==> config.mk <==
export PLATFORM = sky130hd
export DESIGN_NAME = sevenseg_dec_mux
export DESIGN_NICKNAME = d
export VERILOG_FILES = /design/src/rtl/sevenseg_dec_mux.sv
export SDC_FILE = /design/constraint.sdc
export NUM_CORES = 1
export LEC_CHECK = 0
export BUFFER_PORTS_ARGS = -buffer_cell sky130_fd_sc_hd__buf_2
export CAP_MARGIN = 20
export CORE_UTILIZATION = 55
export DETAILED_ROUTE_END_ITERATION = 10
export MAX_ROUTING_LAYER = met4
export PLACE_DENSITY = 0.84
export SLEW_MARGIN = 20
export SYNTH_ARGS = -nofsm -noshare
export SYNTH_HDL_FRONTEND = slang
export SYNTH_SLANG_ARGS = --single-unit
==> constraint.sdc <==
create_clock -name clk -period 4.25 [get_ports clk]
set_input_delay 0.425 -clock clk [delete_from_list [all_inputs] [get_ports clk]]
set_output_delay 0.425 -clock clk [all_outputs]
set_load 0.03 [all_outputs]
==> src/rtl/sevenseg_dec_mux.sv <==
// sevenseg_dec_mux
//   Multiplexed seven-segment driver that shows a signed or unsigned binary
//   value as decimal across NDIG digits. Digit 0 is the rightmost digit.
//   Binary-to-BCD conversion is sequential (double dabble, DATA_W cycles).
//   The display has leading-zero blanking, a floating minus sign and an
//   all-'E' overflow pattern.
//
// Ports
//   clk    in   system clock
//   rst_n  in   synchronous active-low reset
//   data   in   [DATA_W-1:0] value to display
//   load   in   capture strobe, accepted only while busy=0
//   busy   out  conversion in progress (DATA_W+1 cycles after accept)
//   ovf    out  last committed value did not fit
//   seg    out  [6:0] segments, active-low, {g,f,e,d,c,b,a}
//   an     out  [NDIG-1:0] digit enables, active-low, one-hot-zero
//   dp     out  decimal point, held off (1)
module sevenseg_dec_mux #(
  parameter int NDIG   = 4,
  parameter int DATA_W = 8,
  parameter int SIGNED = 1,
  parameter int CNTMAX = 65000
) (
  input  logic              clk,
  input  logic              rst_n,
  input  logic [DATA_W-1:0] data,
  input  logic              load,
  output logic              busy,
  output logic              ovf,
  output logic [6:0]        seg,
  output logic [NDIG-1:0]   an,
  output logic              dp
);

  localparam int CNT_W = (CNTMAX < 1) ? 1 : $clog2(CNTMAX + 1);
  localparam int IDX_W = $clog2(NDIG);
  localparam int BCD_W = 4 * NDIG;
  localparam int BIT_W = $clog2(DATA_W + 1);

  function automatic int unsigned pow10(input int unsigned n);
    int unsigned r;
    r = 1;
    for (int unsigned k = 0; k < n; k++) begin
      r = r * 10;
    end
    return r;
  endfunction

  // Largest magnitudes that fit: all digits for positive values, one digit
  // fewer for negative values because the minus sign needs a position.
  localparam int unsigned LIM_POS = pow10(NDIG) - 1;
  localparam int unsigned LIM_NEG = pow10(NDIG - 1) - 1;

  localparam logic [6:0] SEG_BLANK = 7'b1111111;
  localparam logic [6:0] SEG_MINUS = 7'b0111111;
  localparam logic [6:0] SEG_E     = 7'b0000110;

  function automatic logic [6:0] seg_of(input logic [3:0] d);
    logic [6:0] s;
    case (d)
      4'd0:    s = 7'b1000000;
      4'd1:    s = 7'b1111001;
      4'd2:    s = 7'b0100100;
      4'd3:    s = 7'b0110000;
      4'd4:    s = 7'b0011001;
      4'd5:    s = 7'b0010010;
      4'd6:    s = 7'b0000010;
      4'd7:    s = 7'b1111000;
      4'd8:    s = 7'b0000000;
      4'd9:    s = 7'b0010000;
      default: s = SEG_BLANK;
    endcase
    return s;
  endfunction

  typedef enum logic [1:0] {
    S_IDLE,
    S_CONV,
    S_COMMIT
  } state_t;

  // Refresh scan
  logic [CNT_W-1:0] cnt_q, cnt_d;
  logic [IDX_W-1:0] idx_q, idx_d;
  logic [NDIG-1:0]  an_q, an_d;
  logic [6:0]       seg_q, seg_d;

  // Conversion engine
  state_t            state_q, state_d;
  logic              sign_q, sign_d;
  logic [DATA_W-1:0] mag_q, mag_d;
  logic [DATA_W-1:0] shreg_q, shreg_d;
  logic [BCD_W-1:0]  bcd_q, bcd_d;
  logic [BIT_W-1:0]  bitcnt_q, bitcnt_d;

  // Committed display
  logic [NDIG-1:0][6:0] dig_q, dig_d;
  logic                 ovf_q, ovf_d;

  always_comb begin
    cnt_d = cnt_q + 1'b1;
    idx_d = idx_q;
    if (cnt_q == CNT_W'(CNTMAX)) begin
      cnt_d = '0;
      idx_d = (idx_q == IDX_W'(NDIG - 1)) ? '0 : idx_q + 1'b1;
    end
    // an and seg both follow the next index so they switch together.
    an_d        = '1;
    an_d[idx_d] = 1'b0;
    seg_d       = dig_q[idx_d];
  end

  always_comb begin
    logic              sign_c;
    logic [DATA_W-1:0] mag_c;
    logic [BCD_W-1:0]  bcd_adj;
    logic              ovf_c;
    int unsigned       msd;

    state_d  = state_q;
    sign_d   = sign_q;
    mag_d    = mag_q;
    shreg_d  = shreg_q;
    bcd_d    = bcd_q;
    bitcnt_d = bitcnt_q;
    dig_d    = dig_q;
    ovf_d    = ovf_q;

    sign_c  = (SIGNED != 0) && data[DATA_W-1];
    mag_c   = sign_c ? (~data + 1'b1) : data;
    bcd_adj = bcd_q;
    ovf_c   = 1'b0;
    msd     = 0;

    case (state_q)
      S_IDLE: begin
        if (load) begin
          sign_d   = sign_c;
          mag_d    = mag_c;
          shreg_d  = mag_c;
          bcd_d    = '0;
          bitcnt_d = '0;
          state_d  = S_CONV;
        end
      end

      S_CONV: begin
        for (int unsigned i = 0; i < NDIG; i++) begin
          if (bcd_adj[4*i +: 4] >= 4'd5) begin
            bcd_adj[4*i +: 4] = bcd_adj[4*i +: 4] + 4'd3;
          end
        end
        {bcd_d, shreg_d} = {bcd_adj, shreg_q} << 1;
        bitcnt_d = bitcnt_q + 1'b1;
        if (bitcnt_q == BIT_W'(DATA_W - 1)) begin
          state_d = S_COMMIT;
        end
      end

      S_COMMIT: begin
        ovf_c = (!sign_q && (32'(mag_q) > LIM_POS)) ||
                ( sign_q && (32'(mag_q) > LIM_NEG));
        // Highest nonzero digit; stays 0 for value 0 so digit 0 always shows.
        for (int unsigned i = 0; i < NDIG; i++) begin
          if (bcd_q[4*i +: 4] != 4'd0) begin
            msd = i;
          end
        end
        for (int unsigned i = 0; i < NDIG; i++) begin
          if (ovf_c) begin
            dig_d[i] = SEG_E;
          end else if (i <= msd) begin
            dig_d[i] = seg_of(bcd_q[4*i +: 4]);
          end else if (sign_q && (i == msd + 1)) begin
            dig_d[i] = SEG_MINUS;
          end else begin
            dig_d[i] = SEG_BLANK;
          end
        end
        ovf_d   = ovf_c;
        state_d = S_IDLE;
      end

      default: state_d = S_IDLE;
    endcase
  end

  always_ff @(posedge clk) begin
    if (!rst_n) begin
      cnt_q    <= '0;
      idx_q    <= '0;
      an_q     <= {{(NDIG-1){1'b1}}, 1'b0};
      seg_q    <= SEG_BLANK;
      state_q  <= S_IDLE;
      sign_q   <= 1'b0;
      mag_q    <= '0;
      shreg_q  <= '0;
      bcd_q    <= '0;
      bitcnt_q <= '0;
      dig_q    <= {NDIG{SEG_BLANK}};
      ovf_q    <= 1'b0;
    end else begin
      cnt_q    <= cnt_d;
      idx_q    <= idx_d;
      an_q     <= an_d;
      seg_q    <= seg_d;
      state_q  <= state_d;
      sign_q   <= sign_d;
      mag_q    <= mag_d;
      shreg_q  <= shreg_d;
      bcd_q    <= bcd_d;
      bitcnt_q <= bitcnt_d;
      dig_q    <= dig_d;
      ovf_q    <= ovf_d;
    end
  end

  assign busy = (state_q != S_IDLE);
  assign ovf  = ovf_q;
  assign seg  = seg_q;
  assign an   = an_q;
  assign dp   = 1'b1;

endmodule

# --- After elaboration in Yosys (flattened, before gate mapping) ---
# Memory sizes are Yosys's and may differ from the RTL's. A register that Yosys moved wholly into a read port is not among the register bits.
# Index checks and enable logic that the tools add are counted.
word_totals:
  ff_bits: 81
  elab_cells: 98
  output_inout_bits: 14
  memories: 4
  input_bits: 11
  romBits: 448
mem_list:
  columns: ["memory", "depth", "word_bits", "rd", "rd_clocked_by_memory_dff", "write_ports", "line", "text"]
  rows:
  - ["(no name shown)", 16, 7, 1, 1, 0, "60", "case (d)"]
  - ["(no name shown)", 16, 7, 1, 1, 0, "60", null]
  - ["(no name shown)", 16, 7, 1, 1, 0, "60", null]
  - ["(no name shown)", 16, 7, 1, 1, 0, "60", null]
op_classes:
  bitwise_logic: 3
  n_eq_ne: 10
  order_cmp: 9
  addsub: 9
  n_reduce_logical: 15
  n_mux: 36
ops:
  columns: ["cell", "n"]
  rows:
  - ["$mux W32", 3]
  - ["$eq A2 B32 Y1 const A", 2]
  - ["$le A2 B32 Y1 const A", 2]
  - ["$mux W7", 7]
  - ["$mux W4", 10]
  - ["$add A32 B1 Y32 const B", 1]
  - ["$eq A1 B32 Y1 const A", 1]
  - ["$le A1 B32 Y1 const A", 1]
  - ["$pmux W16 S2", 1]
  - ["$add A16 B1 Y16 const B", 1]
  - ["$eq A16 B16 Y1 const B", 1]
  - ["$ge A4 B3 Y1 const B", 4]
  - ["$mux W16", 1]
  - ["$mux W8", 2]
  - ["$pmux W8 S2", 1]
  - ["$bmux W7 S2", 1]
  - ["$add A4 B2 Y4 const B", 3]
  - ["$reduce_bool A4 Y1", 3]
  - ["$add A8 B1 Y8 const B", 1]
  - ["$mux W2", 4]
  - ["$not A8 Y8", 1]
  - ["$pmux W4 S2", 1]
  - ["$reduce_and A2 Y1", 3]
  - ["$add A4 B1 Y4 const B", 1]
  - ["other kinds (19)", 26]

# --- Logic depth before layout (Yosys ltp) ---
# Gate-level depths: netlist of the first run.
depth:
  ltp_word: 10
  depth_mapped: 11
  ltp_nobuf: 11

# --- Worst setup path after synthesis of the first run ---
# OpenSTA, ideal clock, no wires.
synth_timing:
  path_type: "reg2reg"
  startpoint: "register bcd_q[5]"
  endpoint: "register (tool-made name)"
  arrival_ps: 2305
  stages_incl_launch_ff: 12
  setup_slack_ps: 1830
  setup_ps: 115
  t_required_ps: 4135
  n_path_buf: 0
  synth_period_minus_slack_ps: 2420
  cell_sequence: "dfxtp_1 > inv_1 > ha_1 > nand2b_1 > a21oi_1 > xnor2_1 > o21ai_0 > ha_1 > nor4b_1 > a31oi_1 > nand4_1 > o21ba_2"
synth_lines:
  columns: ["element", "line", "text"]
  rows:
  - ["start, declared", "93", "logic [BCD_W-1:0] bcd_q, bcd_d;"]
  - ["start signal, assigned", "198", "bcd_q <= '0;"]
  - ["start signal, assigned", "211", "bcd_q <= bcd_d;"]

==> results of run 1 <==
## layout make-up
type	instances	area [um^2]
clock inverter	6	55.1
multi-input combinational	510	3120
fill	904	3900
clock buffer	10	138
sequential	109	2180
tap	133	166
timing repair buffer	26	140
inverter	31	116
## worst paths after layout
check	endpoint	cells after the start	startpoint	slack, ps
setup / recovery	flip-flop	9	state_q[0]$_SDFFE_PN0P_	1320
hold / removal	state_q[0]$_SDFFE_PN0P_	2	rst_n	340
setup reg to reg	flip-flop	9	state_q[0]$_SDFFE_PN0P_	1320
hold reg to reg	dig_q[23]$_SDFFE_PN1N_	2	flip-flop	440
## per-layer routing
metal  vias up  share of wire  routed length (um)  track usage
met1      2277           0.44                5450        0.305
met4         0          0.022                 274       0.0878
met5         -              0                   0            -
met2       132           0.49                6140        0.435
li1       2429              -                   -            -
met3        26          0.045                 557       0.0597
## metrics by stage
| step | instance area, um^2 | power (mW) | hold WS [ps] | setup WS (ps) | instances |
|---|---|---|---|---|---|
| after floorplan | 5620 | 1.12 | 418 | 1830 | 693 |
| after global placement | 5730 | 1.15 | 423 | 1550 | 809 |
| after detailed placement | 5730 | 1.15 | 430 | 1340 | 809 |
| after CTS | 5920 | 1.74 | 330 | 1320 | 825 |
| after global routing | 5920 | 1.80 | 331 | 947 | 825 |
| final | 5920 | 1.74 | 343 | 1320 | 825 |
## cell families after synthesis
logic type / Yosys count / share of synthesized area
muxes: 8 / 0.0165
adders and majority gates: 32 / 0.0712
xor gates and xnor gates: 20 / 0.0312
other: 2 / 0.00134
and+or+nand+nor: 281 / 0.249
DFF: 109 / 0.388
buffers and inverters: 74 / 0.0565
AOI/OAI and AO/OA: 167 / 0.186
## cells in the final DEF (no fill, tap or decap), types with 21 or more instances in the layout
cell     instances
ha_1            32
nand2_1         82
buf_2           22
o21ai_0         52
nor3_1          28
inv_1           30
a31oi_1         21
nor2_1          68
dfxtp_1        109
a21oi_1         34
## power by group through the flow
stage | Sequential [mW] | Clock (mW) | Combinational, mW
finish | 1.04 | 0.613 | 0.0837
CTS | 1.04 | 0.617 | 0.0830
detailed placement | 1.07 | 0 | 0.0828
global placement | 1.07 | 0 | 0.0801
floorplan | 1.06 | 0 | 0.0624
global route | 1.04 | 0.664 | 0.0925
==> impl_metrics.csv, run 1 <==
group,metric,value,unit
clock_network,root_buffer,"clkbuf_8",
synth,synth_top_cell_by_area,"dfxtp_1",
setup_path,end_kind,"flip-flop",
global_route,grt_antenna_before_repair,0,
sta,period_share,0.689,
sta,slew_headroom,0.414,
sta,min_period,2930,ps
floorplan,rows,36,
power,comb_power_share,0.048,
clock_network,numCtsBuffers,9,
sta,hold_viol,0,
routing,wl_per_cell,15.1,um
sta,tightestPinTransition,877,ps
synth,synth_top_area_share,0.388,
routing,wl,12400,um
synth,async_flop_share,0,
power,p_per_area,294,mW/mm^2
routing,avgViaCountPerCell,5.90,
synth,ys_ff_latch,109,
clock_network,hold_buffers,0,
routing,ant_nets,0,
setup_path,critical_path_required,4570,ps
min_path,hold_path.class,"in2reg",
synth,synthesis.nets,736,
routing,drc_errors,0,
synth,synthDistinctLibCells,68,
layout,syn2layout_area_growth,5.30,%
floorplan,die_y,103,um
global_route,track_usage,0.259,
setup_path,cp-start-kind,"flip-flop",
power,ir_worst_vdd,0.000240,V
setup_path,critPathMaxFanout,15,
clock_network,clk_pin_slew_worst_paths,110,ps
layout,fin_nets,730,
global_route,grt_max_degree,50,
global_route,grt_pass1_vias,4554,
clock_network,post_cts_resize_count,0,
global_route,grt_pass1_wl,20800,um
setup_path,critPathBufInv,1,
synth,avgSynthCellArea,8.11,um^2
floorplan,io_pins,25,
synth,synthCells,693,
synth,ys_top_cells_by_area,"dfxtp_1 (39%), ha_1 (7.1%), nand2_1 (5.5%)",
sta,skew,17.1,ps
power,power_switching,439,uW
floorplan,dieArea,0.0106,mm^2
place,port_buffers,22,
power,pwr-share-seq,0.600,
sta,finalSetupViolations,0,
power,p_leak,2.29,nW
sta,rsz0062_at_grt,"false",
floorplan,fp.dieW,103,um
floorplan,start_util,0.573,
sta,setup_tns,0,ps
routing,drt_iter0_markers,239,
sta,slew_violations,0,
setup_path,path_delay_family,"compound AO/OA/AOI/OAI gates",
setup_path,cpMostUsedCell,"o21ai_0",
job,max-cap-violations,0,
clock_network,cts_tree,"yes",
clock_network,clk_latency,390,ps
setup_path,cp_slowest_cell,"dfxtp_1",
power,p_int,1.30,mW
synth,yosysWarnings,0,
clock_network,clockBufferDepth,2,
power,clkPwrFrac,0.352,
power,p_sw_frac,0.253,
synth,synth.most_common_cell,"dfxtp_1",
outcome,run_status,"finished clean",
synth,ys_seq_area_frac,0.388,
synth,synth_flop_cell,"dfxtp_1",
setup_path,critPathArrivalTime,3250,ps
clock_network,htree_levels,3,
setup_path,critical_path.max_stage_delay,620,ps
synth,syn-cell-area,0.00562,mm^2
place,hpwlAfterDp,8980,um
global_route,grt-ovfl-total,0,
synth,synth_edf_count,0,
setup_path,worst-setup-path-type,"reg2reg",
layout,diodes,0,
setup_path,crit_path_cell_trace,"nand2b_1 -> nor2_2 -> o311ai_0 -> o21ai_0 -> inv_1 -> ha_1 -> o21ai_0 -> a22oi_1 -> a32oi_1",
floorplan,core_area,0.00982,mm^2
sta,fmax,341,MHz
layout,utilization,0.603,
routing,vias,4864,
layout,drive_gt1_frac,0.0780,
synth,yosys-top-cells-count,"dfxtp_1 (109), nand2_1 (82), nor2_1 (68)",
routing,first_pass_iters,6,
clock_network,cts_sinks,109,
clock_network,cts_setup_buffers,0,
place,gp_congestion,0.903,
Power figures use the tool's default switching activity.
==> inputs of run 2 (changes only) <==
==> constraint.sdc (replaced) <==
create_clock -name clk -period 3.05 [get_ports clk]
set_input_delay 0.305 -clock clk [delete_from_list [all_inputs] [get_ports clk]]
set_output_delay 0.305 -clock clk [all_outputs]
set_load 0.03 [all_outputs]
==> run 2 against run 1 <==
Effect of this change: clock power rose by 37%; clock-buffer cell count is 4 higher; worst setup slack lost 1000 ps; critical path depth unchanged; core utilization grew 0.50 points; total power is 39% higher; via count rose by 0.82%; fmax is 6.7% higher; first-iteration DRC count up 15%; die area unchanged; critical path type unchanged; largest cell class unchanged; highest routed layer unchanged.
==> impl_metrics.csv, run 2 (synthesized netlist as in run 1, its figures left out) <==
group,metric,value,unit
sta,slew_violations,0,
clock_network,post_cts_resize_count,0,
layout,final_cell_mix,"dfxtp_1 (109), nand2_1 (82), nor2_1 (68)",
global_route,grt_pass1_vias,4591,
place,hpwlAfterDp,8880,um
sta,skew,11.3,ps
clock_network,cts_tree,"yes",
routing,ant_nets,0,
setup_path,critical_path_required,3350,ps
layout,design_area,0.00597,mm^2
floorplan,start_util,0.573,
clock_network,clockBufferDepth,2,
min_path,hold-path-cell-count,2,
setup_path,reg2regPathDepth,9,
routing,avgViaCountPerCell,5.89,
floorplan,fp.dieW,103,um
power,ir_worst_vdd,0.000258,V
sta,slew_headroom,0.438,
routing,first_pass_iters,5,
setup_path,cp_slowest_cell,"dfxtp_1",
outcome,run_status,"finished clean",
setup_path,critPathMaxFanout,15,
routing,drt_iter0_markers,274,
sta,period_share,0.900,
power,comb_power_share,0.051,
setup_path,worst-setup-path-type,"reg2reg",
routing,vias,4904,
layout,fin_nets,737,
sta,min_period,2750,ps
place,placed_area,0.00578,mm^2
power,power_switching,565,uW
layout,fin_cells,832,
min_path,min_to,"state_q[0]$_SDFFE_PN0P_",
floorplan,die_y,103,um
clock_network,cts_setup_buffers,0,
clock_network,numCtsBuffers,9,
power,p_sw_frac,0.234,
floorplan,io_pins,25,
setup_path,r2r_slack,300,ps
clock_network,htree_levels,3,
sta,tightestPinTransition,841,ps
min_path,hold_path.class,"in2reg",
setup_path,crit_path_cell_trace,"nand2b_1 -> nor2_2 -> o311ai_0 -> o21ai_0 -> inv_1 -> ha_1 -> o21ai_0 -> a22oi_1 -> a32oi_1",
floorplan,core_area,0.00982,mm^2
sta,hold_viol,0,
place,port_buffers,22,
power,p_leak,2.32,nW
sta,finalSetupViolations,0,
setup_path,critPathArrivalTime,3050,ps
clock_network,hold_buffers,0,
power,totalPowerFinal,2.41,mW
setup_path,end_kind,"flip-flop",
sta,rsz0062_at_grt,"false",
place,gp_congestion,0.887,
global_route,grt_max_degree,49,
global_route,track_usage,0.258,
routing,drc_errors,0,
routing,wl_per_cell,15.0,um
setup_path,r2r_start,"state_q[0]$_SDFFE_PN0P_",
floorplan,dieArea,0.0106,mm^2
power,p_int,1.85,mW
power,clkPwrFrac,0.347,
layout,drive_gt1_frac,0.0844,
setup_path,critPathBufInv,1,
global_route,grt_pass1_wl,20800,um
global_route,grt-ovfl-total,0,
setup_path,critical_path.max_stage_delay,610,ps
job,max-cap-violations,0,
floorplan,rows,36,
clock_network,clk_pin_slew_worst_paths,90,ps
global_route,grt_antenna_before_repair,0,
layout,syn2layout_area_growth,6.17,%
layout,diodes,0,
setup_path,cpMostUsedCell,"o21ai_0",
setup_path,path_delay_family,"compound AO/OA/AOI/OAI gates",
min_path,min_from,"rst_n",
power,p_per_area,404,mW/mm^2
sta,setup_tns,0,ps
power,pwr-share-seq,0.602,
sta,fmax,364,MHz
clock_network,clk_latency,380,ps
routing,wl,12500,um
layout,layout_commonest_cell,"dfxtp_1",
place,place_inst,816,
clock_network,cts_sinks,109,
setup_path,cp-start-kind,"flip-flop",
layout,n_fill_cell,895,
clock_network,root_buffer,"clkbuf_8",
run 2: changes by cell type in the layout (fill, tap and decap cells not counted), sizes merged:
cell	change
inv	-3
clkinvlp	-1
buf	+7
clkbuf	+4
run 2: area by class of cell:
type / count / area, um^2 / area share
inverters: 31 / 116 / 0.0195
well taps: 133 / 166 / 0.0279
clock buffers: 14 / 173 / 0.0289
multi-input cells: 510 / 3120 / 0.523
flip-flops and latches: 109 / 2180 / 0.366
repair buffers: 33 / 193 / 0.0323
clock inverters: 2 / 16.3 / 0.00273
run 2: worst reg2reg max path: stages, from the launching register on:
cell,delay [ps]
dfxtp_1,610
nand2b_1,350
nor2_2,200
o311ai_0,200
o21ai_0,450
inv_1,160
ha_1,230
o21ai_0,190
a22oi_1,110
a32oi_1,180
run 2: worst max path at each step:
stage                            startpoint         to  slack (ps)  cells after the start
floorplan             bcd_q[5]$_SDFFE_PN0N_  flip-flop         630                     11
global placement    state_q[0]$_SDFFE_PN0P_  flip-flop         450                      9
detailed placement  state_q[0]$_SDFFE_PN0P_  flip-flop         410                      9
CTS                 state_q[0]$_SDFFE_PN0P_  flip-flop         370                      9
global route        state_q[0]$_SDFFE_PN0P_  flip-flop         110                      9
finish              state_q[0]$_SDFFE_PN0P_  flip-flop         300                      9
run 2: power by group through the flow:
stage          combinational (mW)  clock, mW  sequential [mW]
4_1_cts                     0.121      0.855             1.45
5_1_grt                     0.135      0.912             1.46
3_3_place_gp                0.116          0             1.48
6_report                    0.123      0.837             1.45
2_1_floorplan              0.0870          0             1.48
3_5_place_dp                0.121          0             1.49
run 2: per-stage QoR:
| step | utilization | hold WS, ps | setup WS [ps] |
|---|---|---|---|
| 2_1_floorplan | - | 418 | 630 |
| 3_3_place_gp | 0.589 | 425 | 454 |
| 3_5_place_dp | 0.589 | 432 | 415 |
| 4_1_cts | 0.608 | 211 | 366 |
| 5_1_grt | 0.608 | 220 | 107 |
| 6_report | 0.608 | 230 | 304 |
run 2: routing by layer:
metal	up-vias	global-route usage	wire [um]
li1	2447	-	-
met1	2288	0.313	5560
met2	141	0.423	6010
met3	28	0.0468	581
met4	0	0.107	324
met5	-	-	0
